`config.mk`:
```
export PLATFORM = sky130hd
export DESIGN_NAME = pmem_line_adaptor_flat
export DESIGN_NICKNAME = d
export VERILOG_FILES = /design/src/rtl/pmem_line_adaptor_if.sv /design/src/rtl/pmem_line_adaptor.sv /design/src/flat_wrapper.sv
export SDC_FILE = /design/constraint.sdc
export NUM_CORES = 1
export LEC_CHECK = 0
export ABC_AREA = 1
export CAP_MARGIN = 10
export CORE_AREA = 2 2 273 275
export DETAILED_ROUTE_END_ITERATION = 7
export DIE_AREA = 0 0 275 277
export GPL_TIMING_DRIVEN = 0
export PLACE_DENSITY = 0.62
export SLEW_MARGIN = 20
export SYNTH_ARGS = -nofsm -noshare
export SYNTH_HDL_FRONTEND = slang
export SYNTH_SLANG_ARGS = --single-unit
```
`constraint.sdc`:
```
create_clock -name clk -period 5.2 [get_ports clk]
set_input_delay 1.3 -clock clk [delete_from_list [all_inputs] [get_ports clk]]
set_output_delay 1.3 -clock clk [all_outputs]
set_load 0.02 [all_outputs]
```
`src/rtl/pmem_line_adaptor_if.sv`:
```
// Bus bundle between the cache miss path and the 64-bit burst memory port.
// Signal directions are named from the adaptor's point of view.
interface pmem_line_adaptor_if #(
    parameter int unsigned LINE_W  = 256,
    parameter int unsigned BURST_W = 64,
    parameter int unsigned ADDR_W  = 32
);
    logic [ADDR_W-1:0]  address_i;
    logic               read_i;
    logic               write_i;
    logic [LINE_W-1:0]  line_i;
    logic [LINE_W-1:0]  line_o;
    logic               resp_o;
    logic [ADDR_W-1:0]  address_o;
    logic               read_o;
    logic               write_o;
    logic [BURST_W-1:0] burst_o;
    logic [BURST_W-1:0] burst_i;
    logic               resp_i;

    modport slave (
        input  address_i, read_i, write_i, line_i, burst_i, resp_i,
        output line_o, resp_o, address_o, read_o, write_o, burst_o
    );

    modport master (
        output address_i, read_i, write_i, line_i, burst_i, resp_i,
        input  line_o, resp_o, address_o, read_o, write_o, burst_o
    );
endinterface

```
`src/rtl/pmem_line_adaptor.sv`:
```
// Converts single line fill/writeback requests into BEATS-long memory bursts.
// One transaction in flight; beats always ordered lowest address first.
module pmem_line_adaptor #(
    parameter int unsigned LINE_W  = 256,
    parameter int unsigned BURST_W = 64,
    parameter int unsigned BEATS   = LINE_W / BURST_W,
    parameter int unsigned ADDR_W  = 32
) (
    input logic                   clk,
    input logic                   rst,
    pmem_line_adaptor_if.slave    bus_io
);
    localparam int unsigned CNT_W = $clog2(BEATS);
    localparam int unsigned OFF_W = $clog2(LINE_W / 8);

    typedef enum logic [1:0] {StIdle, StRdBurst, StWrBurst, StDone} state_e;

    state_e                         state_q, state_d;
    logic [CNT_W-1:0]               beat_cnt_q, beat_cnt_d;
    logic [BEATS-1:0][BURST_W-1:0]  fill_q, fill_d;
    logic [BEATS-1:0][BURST_W-1:0]  wb_q, wb_d;
    logic [ADDR_W-1:0]              addr_q, addr_d;
    logic                           last_beat;
    logic [ADDR_W-1:0]              addr_aligned;
    logic                           unused_addr_lsbs;

    assign last_beat        = (beat_cnt_q == CNT_W'(BEATS - 1));
    assign addr_aligned     = {bus_io.address_i[ADDR_W-1:OFF_W], {OFF_W{1'b0}}};
    assign unused_addr_lsbs = ^bus_io.address_i[OFF_W-1:0];

    always_ff @(posedge clk) begin
        if (!rst) begin
            state_q    <= StIdle;
            beat_cnt_q <= '0;
            fill_q     <= '0;
            wb_q       <= '0;
            addr_q     <= '0;
        end else begin
            state_q    <= state_d;
            beat_cnt_q <= beat_cnt_d;
            fill_q     <= fill_d;
            wb_q       <= wb_d;
            addr_q     <= addr_d;
        end
    end

    always_comb begin
        state_d    = state_q;
        beat_cnt_d = beat_cnt_q;
        fill_d     = fill_q;
        wb_d       = wb_q;
        addr_d     = addr_q;
        unique case (state_q)
            StIdle: begin
                // Writeback wins so the victim line leaves before the fill lands.
                if (bus_io.write_i) begin
                    addr_d     = addr_aligned;
                    wb_d       = bus_io.line_i;
                    beat_cnt_d = '0;
                    state_d    = StWrBurst;
                end else if (bus_io.read_i) begin
                    addr_d     = addr_aligned;
                    beat_cnt_d = '0;
                    state_d    = StRdBurst;
                end
            end
            StRdBurst: begin
                if (bus_io.resp_i) begin
                    fill_d[beat_cnt_q] = bus_io.burst_i;
                    beat_cnt_d         = beat_cnt_q + CNT_W'(1);
                    if (last_beat) state_d = StDone;
                end
            end
            StWrBurst: begin
                if (bus_io.resp_i) begin
                    beat_cnt_d = beat_cnt_q + CNT_W'(1);
                    if (last_beat) state_d = StDone;
                end
            end
            StDone: begin
                beat_cnt_d = '0;
                state_d    = StIdle;
            end
            default: state_d = StIdle;
        endcase
    end

    assign bus_io.line_o    = fill_q;
    assign bus_io.address_o = addr_q;
    assign bus_io.read_o    = (state_q == StRdBurst);
    assign bus_io.write_o   = (state_q == StWrBurst);
    assign bus_io.resp_o    = (state_q == StDone);
    assign bus_io.burst_o   = wb_q[beat_cnt_q];
endmodule

```
`src/flat_wrapper.sv`:
```
// flat-port wrapper written by rule: the top's interface ports become plain ports
module pmem_line_adaptor_flat 
#(
    parameter int unsigned LINE_W  = 256,
    parameter int unsigned BURST_W = 64,
    parameter int unsigned BEATS   = LINE_W / BURST_W,
    parameter int unsigned ADDR_W  = 32
)
  (clk, rst, bus_io_address_i, bus_io_read_i, bus_io_write_i, bus_io_line_i, bus_io_burst_i, bus_io_resp_i, bus_io_line_o, bus_io_resp_o, bus_io_address_o, bus_io_read_o, bus_io_write_o, bus_io_burst_o);
  pmem_line_adaptor_if #(.LINE_W(LINE_W), .BURST_W(BURST_W), .ADDR_W(ADDR_W)) bus_io_i ();
  input logic clk;
  input logic rst;
  input wire logic [$bits(bus_io_i.address_i)-1:0] bus_io_address_i;
  input wire logic [$bits(bus_io_i.read_i)-1:0] bus_io_read_i;
  input wire logic [$bits(bus_io_i.write_i)-1:0] bus_io_write_i;
  input wire logic [$bits(bus_io_i.line_i)-1:0] bus_io_line_i;
  input wire logic [$bits(bus_io_i.burst_i)-1:0] bus_io_burst_i;
  input wire logic [$bits(bus_io_i.resp_i)-1:0] bus_io_resp_i;
  output wire logic [$bits(bus_io_i.line_o)-1:0] bus_io_line_o;
  output wire logic [$bits(bus_io_i.resp_o)-1:0] bus_io_resp_o;
  output wire logic [$bits(bus_io_i.address_o)-1:0] bus_io_address_o;
  output wire logic [$bits(bus_io_i.read_o)-1:0] bus_io_read_o;
  output wire logic [$bits(bus_io_i.write_o)-1:0] bus_io_write_o;
  output wire logic [$bits(bus_io_i.burst_o)-1:0] bus_io_burst_o;
  assign bus_io_i.address_i = bus_io_address_i;
  assign bus_io_i.read_i = bus_io_read_i;
  assign bus_io_i.write_i = bus_io_write_i;
  assign bus_io_i.line_i = bus_io_line_i;
  assign bus_io_i.burst_i = bus_io_burst_i;
  assign bus_io_i.resp_i = bus_io_resp_i;
  assign bus_io_line_o = bus_io_i.line_o;
  assign bus_io_resp_o = bus_io_i.resp_o;
  assign bus_io_address_o = bus_io_i.address_o;
  assign bus_io_read_o = bus_io_i.read_o;
  assign bus_io_write_o = bus_io_i.write_o;
  assign bus_io_burst_o = bus_io_i.burst_o;
  pmem_line_adaptor #(.LINE_W(LINE_W), .BURST_W(BURST_W), .BEATS(BEATS), .ADDR_W(ADDR_W)) u_core (.clk(clk), .rst(rst), .bus_io(bus_io_i));
endmodule
```
==> tab_implementation.tex, run 1 <==
\begin{tabular}{lr}
\hline
Metric & Value \\
\hline
\multicolumn{2}{l}{\textbf{Run status}} \\
Run status & finished, final reports clean \\
\multicolumn{2}{l}{\textbf{Final layout}} \\
Signed area change from the synthesized netlist to the final layout & 49.0\% \\
Fraction of final layout cells sized beyond drive strength 1 & 0.0622 \\
Final-layout fill cell count & 7714 \\
\# nets final & 3885 \\
\multicolumn{2}{l}{\textbf{Clock tree}} \\
CTS Buf Count & 60 \\
Cell chosen for the clock root & sky130\_fd\_sc\_hd\_\_clkbuf\_16 \\
Clock input transition at the sequential cells of the worst setup and hold paths & 0.06 ns \\
CTS H-tree lvls & 2 \\
Clock sink count & 543 \\
TritonCTS clock tree & built \\
Clock buffer depth & 3 \\
Setup fix buffers added after clock tree synthesis & 0 \\
Clock latency of the later-clocked register in the worst-skew pair & 0.61 ns \\
Number of hold buffers added after CTS & 0 \\
Post-cts sizing count & 0 \\
\multicolumn{2}{l}{\textbf{STA}} \\
Final setup viols & 0 \\
Tmin final & 4.52 ns \\
Worst clock skew & 0.0193 ns \\
Worst setup margin & 0.678 ns \\
Final hold violation count & 0 \\
Sum of negative setup slack & 0 ns \\
Pin slew with the least headroom to its limit & 0.713 ns \\
Crit share post-route & 0.870 \\
Number of max-slew violations in the final report & 0 \\
Max Clk Rate & 221 MHz \\
Rel. slew slack & 0.525 \\
RSZ-0062 raised after global routing & no \\
\multicolumn{2}{l}{\textbf{GRT}} \\
Most heavily used metal layer in global routing & met2 \\
Overflow left after global routing & 0 \\
Number of antenna violations at the first check in global routing & 15 \\
GR Layer Usage met2 & 0.417 \\
Pin count of the biggest net entering global routing & 16 \\
First-pass GRT wire length & 130 mm \\
Met1 Track Usage GR & 0.258 \\
Global router's overall resource usage & 0.227 \\
Via count of the first global-routing pass & 20700 \\
Met3 Track Usage GR & 0.0616 \\
\multicolumn{2}{l}{\textbf{Worst setup path}} \\
Required time reported for the critical path endpoint & 3.90 ns \\
WP data arrival & 3.22 ns \\
Register-to-register path setup slack & 2.56 ns \\
Delay of the slowest cell on the worst path & 0.71 ns \\
Reg-to-reg critical path startpoint & u\_core.beat\_cnt\_q[1]\$\_SDFFE\_PN0P\_ \\
Worst Setup Start Kind & flip-flop \\
Worst setup EP type & primary output \\
Depth of the worst register-to-register path & 9 \\
Endpoint of the worst-slack reg-to-reg timing path & u\_core.bus\_io.line\_o[78]\$\_SDFFE\_PN0P\_ \\
Cells traversed along the worst timing path & buf\_2 > clkbuf\_1 > nor2\_1 > o22ai\_1 > clkdlybuf4s50\_1 \\
Class of the most critical setup path & flip-flop to primary output \\
Highest net fanout along the worst path & 10 \\
Highest-delay cell along the critical path & sky130\_fd\_sc\_hd\_\_clkdlybuf4s50\_1 \\
\multicolumn{2}{l}{\textbf{Routing}} \\
Total number of vias & 21200 \\
Average wire per standard cell & 20.0 µm \\
Post-detailed-route count of antenna-violating nets & 0 \\
Routed wire length & 90.6 mm \\
Iteration count of the initial detailed-routing pass & 5 \\
Number of violations reported at the end of detailed-routing iteration 0 & 1233 \\
Number of vias per cell & 4.67 \\
DRC & 0 \\
\multicolumn{2}{l}{\textbf{Floorplan}} \\
Die height & 277 µm \\
Ports & 712 \\
Total Die Area & 76200 µm² \\
Number of placement rows & 100 \\
Width of the die & 275 µm \\
Initial cell density of the core & 0.285 \\
Core Footprint & 73600 µm² \\
\multicolumn{2}{l}{\textbf{Placed design}} \\
Pre-CTS worst setup slack & 1.30 ns \\
Detailed Place HPWL & 71.0 mm \\
Number of port buffers & 700 \\
Final weighted congestion in routability-driven placement & 0.886 \\
\multicolumn{2}{l}{\textbf{Yosys}} \\
Part of the Yosys area used for sequential elements & 0.518 \\
Number of register bits inferred by synthesis & 543 \\
Total number of yosys warnings & 0 \\
Mean cell area of the mapped netlist & 7.62 µm² \\
Number of distinct standard cells referenced by the synthesized netlist & 22 \\
Netlist area before placement & 21000 µm² \\
Cell count after synthesis & 2753 \\
\multicolumn{2}{l}{\textbf{Power and ir drop}} \\
Worst VDD drop & 272 µV \\
Lkg Pwr & 11.5 nW \\
PD cells & 439 nW/µm² \\
\multicolumn{2}{l}{\textbf{Min path}} \\
Capture endpoint of the worst hold path & u\_core.bus\_io.line\_o[82]\$\_SDFFE\_PN0P\_ \\
Tightest Hold Check Type & flip-flop to flip-flop \\
Hold\_sp & u\_core.bus\_io.line\_o[82]\$\_SDFFE\_PN0P\_ \\
Cell count of the worst hold path & 2 \\
\multicolumn{2}{l}{\textbf{Run}} \\
Count of max-cap constraint violations & 0 \\
\hline
\end{tabular}
==> cells in the mapped netlist, drive strengths merged <==
| library cell | instances | share of area |
|---|---|---|
| clkinv | 1 | 0.00024 |
| a21oi | 258 | 0.062 |
| nand3 | 5 | 0.0012 |
| o22ai | 64 | 0.019 |
| conb | 1 | 0.00018 |
| nand2 | 14 | 0.0026 |
| inv | 265 | 0.047 |
| nand4 | 2 | 0.00060 |
| nor2 | 699 | 0.13 |
| o21ai | 669 | 0.16 |
| buf | 111 | 0.038 |
| clkbuf | 112 | 0.020 |
| ha | 9 | 0.0054 |
| dfxtp | 543 | 0.52 |
==> how the worst max path moves through the flow <==
stage                     depth (start not counted)  slack (ns)                              start                  to
final                                             5        0.68  u_core.beat_cnt_q[0]$_SDFFE_PN0P_  bus_io_burst_o[61]
after global routing                              5        0.55  u_core.beat_cnt_q[0]$_SDFFE_PN0P_  bus_io_burst_o[61]
after CTS                                         5        0.60  u_core.beat_cnt_q[0]$_SDFFE_PN0P_  bus_io_burst_o[61]
after detailed placement                          5        1.30  u_core.beat_cnt_q[0]$_SDFFE_PN0P_  bus_io_burst_o[61]
after global placement                            5        1.31  u_core.beat_cnt_q[0]$_SDFFE_PN0P_  bus_io_burst_o[61]
after floorplan                                   4        2.63  u_core.beat_cnt_q[0]$_SDFFE_PN0P_   bus_io_burst_o[0]
==> critical path, delay by kind of cell, from the launching register on <==
| family | cells | cell delay (ns) |
|---|---|---|
| AO/OA/AOI/OAI | 1 | 0.45 |
| buffers and inverters | 3 | 1.54 |
| AND/OR/NAND/NOR | 1 | 0.10 |
| flip-flops | 1 | 0.51 |
==> layout by cell type (no fill, tap or decap), types with 3 or more instances in the layout <==
master and instances:
sky130_fd_sc_hd__inv_1 264, sky130_fd_sc_hd__buf_4 25, sky130_fd_sc_hd__buf_2 55, sky130_fd_sc_hd__nand2_1 13, sky130_fd_sc_hd__a21oi_1 258, sky130_fd_sc_hd__clkbuf_1 115
sky130_fd_sc_hd__dfxtp_1 543, sky130_fd_sc_hd__clkdlybuf4s50_1 700, sky130_fd_sc_hd__nor2_1 699, sky130_fd_sc_hd__clkbuf_2 5, sky130_fd_sc_hd__clkinvlp_4 3, sky130_fd_sc_hd__o21ai_0 566
sky130_fd_sc_hd__o22ai_1 64, sky130_fd_sc_hd__buf_6 29, sky130_fd_sc_hd__ha_1 9, sky130_fd_sc_hd__o21ai_1 102, sky130_fd_sc_hd__nand3_1 5, sky130_fd_sc_hd__bufinv_16 5
sky130_fd_sc_hd__clkbuf_16 61, sky130_fd_sc_hd__clkinv_2 17, sky130_fd_sc_hd__clkbuf_8 11, sky130_fd_sc_hd__inv_6 7, sky130_fd_sc_hd__conb_1 5
==> metal layers <==
metal | routed length [µm] | share of wire
met5 | 138 | 0.0015
met4 | 2040 | 0.023
met1 | 35200 | 0.39
met2 | 45700 | 0.50
met3 | 7500 | 0.083
==> layout make-up <==
class	instances	area (µm²)	area share
Sequential cell	543	10900	0.348
Clock buffer	80	1710	0.0547
Timing Repair Buffer	700	7010	0.224
Antenna cell	2	5.00	0.000160
Clock inverter	32	323	0.0103
Tap cell	969	1210	0.0388
Buffer	223	1220	0.0392
Multi-Input combinational cell	1725	7890	0.253
Inverter	266	1000	0.0320
==> flip-flops by register name, indices dropped and copies added, names as in the netlist <==
name / cells
u_core.wb_q: 256
u_core.bus_io.line_o: 256
u_core.state_q: 2
u_core.beat_cnt_q: 2
u_core.bus_io.address_o: 27
==> logic make-up after synthesis <==
family	share of synthesized area
DFF	0.518
adders and majority gates	0.00537
buffers and inverters	0.106
and+or+nand+nor	0.130
other	0.000179
AOI/OAI and AO/OA	0.241
==> metrics by stage <==
stage          hold slack (ns)  utilization  std cells  power, W  cell area [µm²]
6_report                 0.443        0.425       4540    0.0137            31200
5_1_grt                  0.456        0.425       4539    0.0144            31200
3_3_place_gp             0.432        0.397       4426   0.00936            29200
4_1_cts                  0.445        0.425       4538    0.0138            31200
3_5_place_dp             0.436        0.397       4426   0.00940            29200
2_1_floorplan            0.449            -       2757   0.00745            21000
==> where the power goes <==
| part | total [W] | internal [W] | switching (W) |
|---|---|---|---|
| Combinational | 0.00414 | 0.00169 | 0.00246 |
| Clock | 0.00440 | 0.00256 | 0.00184 |
| Sequential | 0.00516 | 0.00481 | 0.000341 |
| Total | 0.0137 | 0.00906 | 0.00464 |
Power figures use the tool's default switching activity.
==> run 2, diff against run 1 <==
--- a/config.mk
+++ b/config.mk
@@ -6,12 +6,14 @@
 export NUM_CORES = 1
 export LEC_CHECK = 0
 export ABC_AREA = 1
+export ABC_CLOCK_PERIOD_IN_PS = 5200
 export CAP_MARGIN = 10
 export CORE_AREA = 2 2 273 275
 export DETAILED_ROUTE_END_ITERATION = 7
 export DIE_AREA = 0 0 275 277
 export GPL_TIMING_DRIVEN = 0
 export PLACE_DENSITY = 0.62
+export SETUP_SLACK_MARGIN = 0.1
 export SLEW_MARGIN = 20
 export SYNTH_ARGS = -nofsm -noshare
 export SYNTH_HDL_FRONTEND = slang
==> results of run 2 <==
Final layout, timing and power as in run 1 (identical DEF).
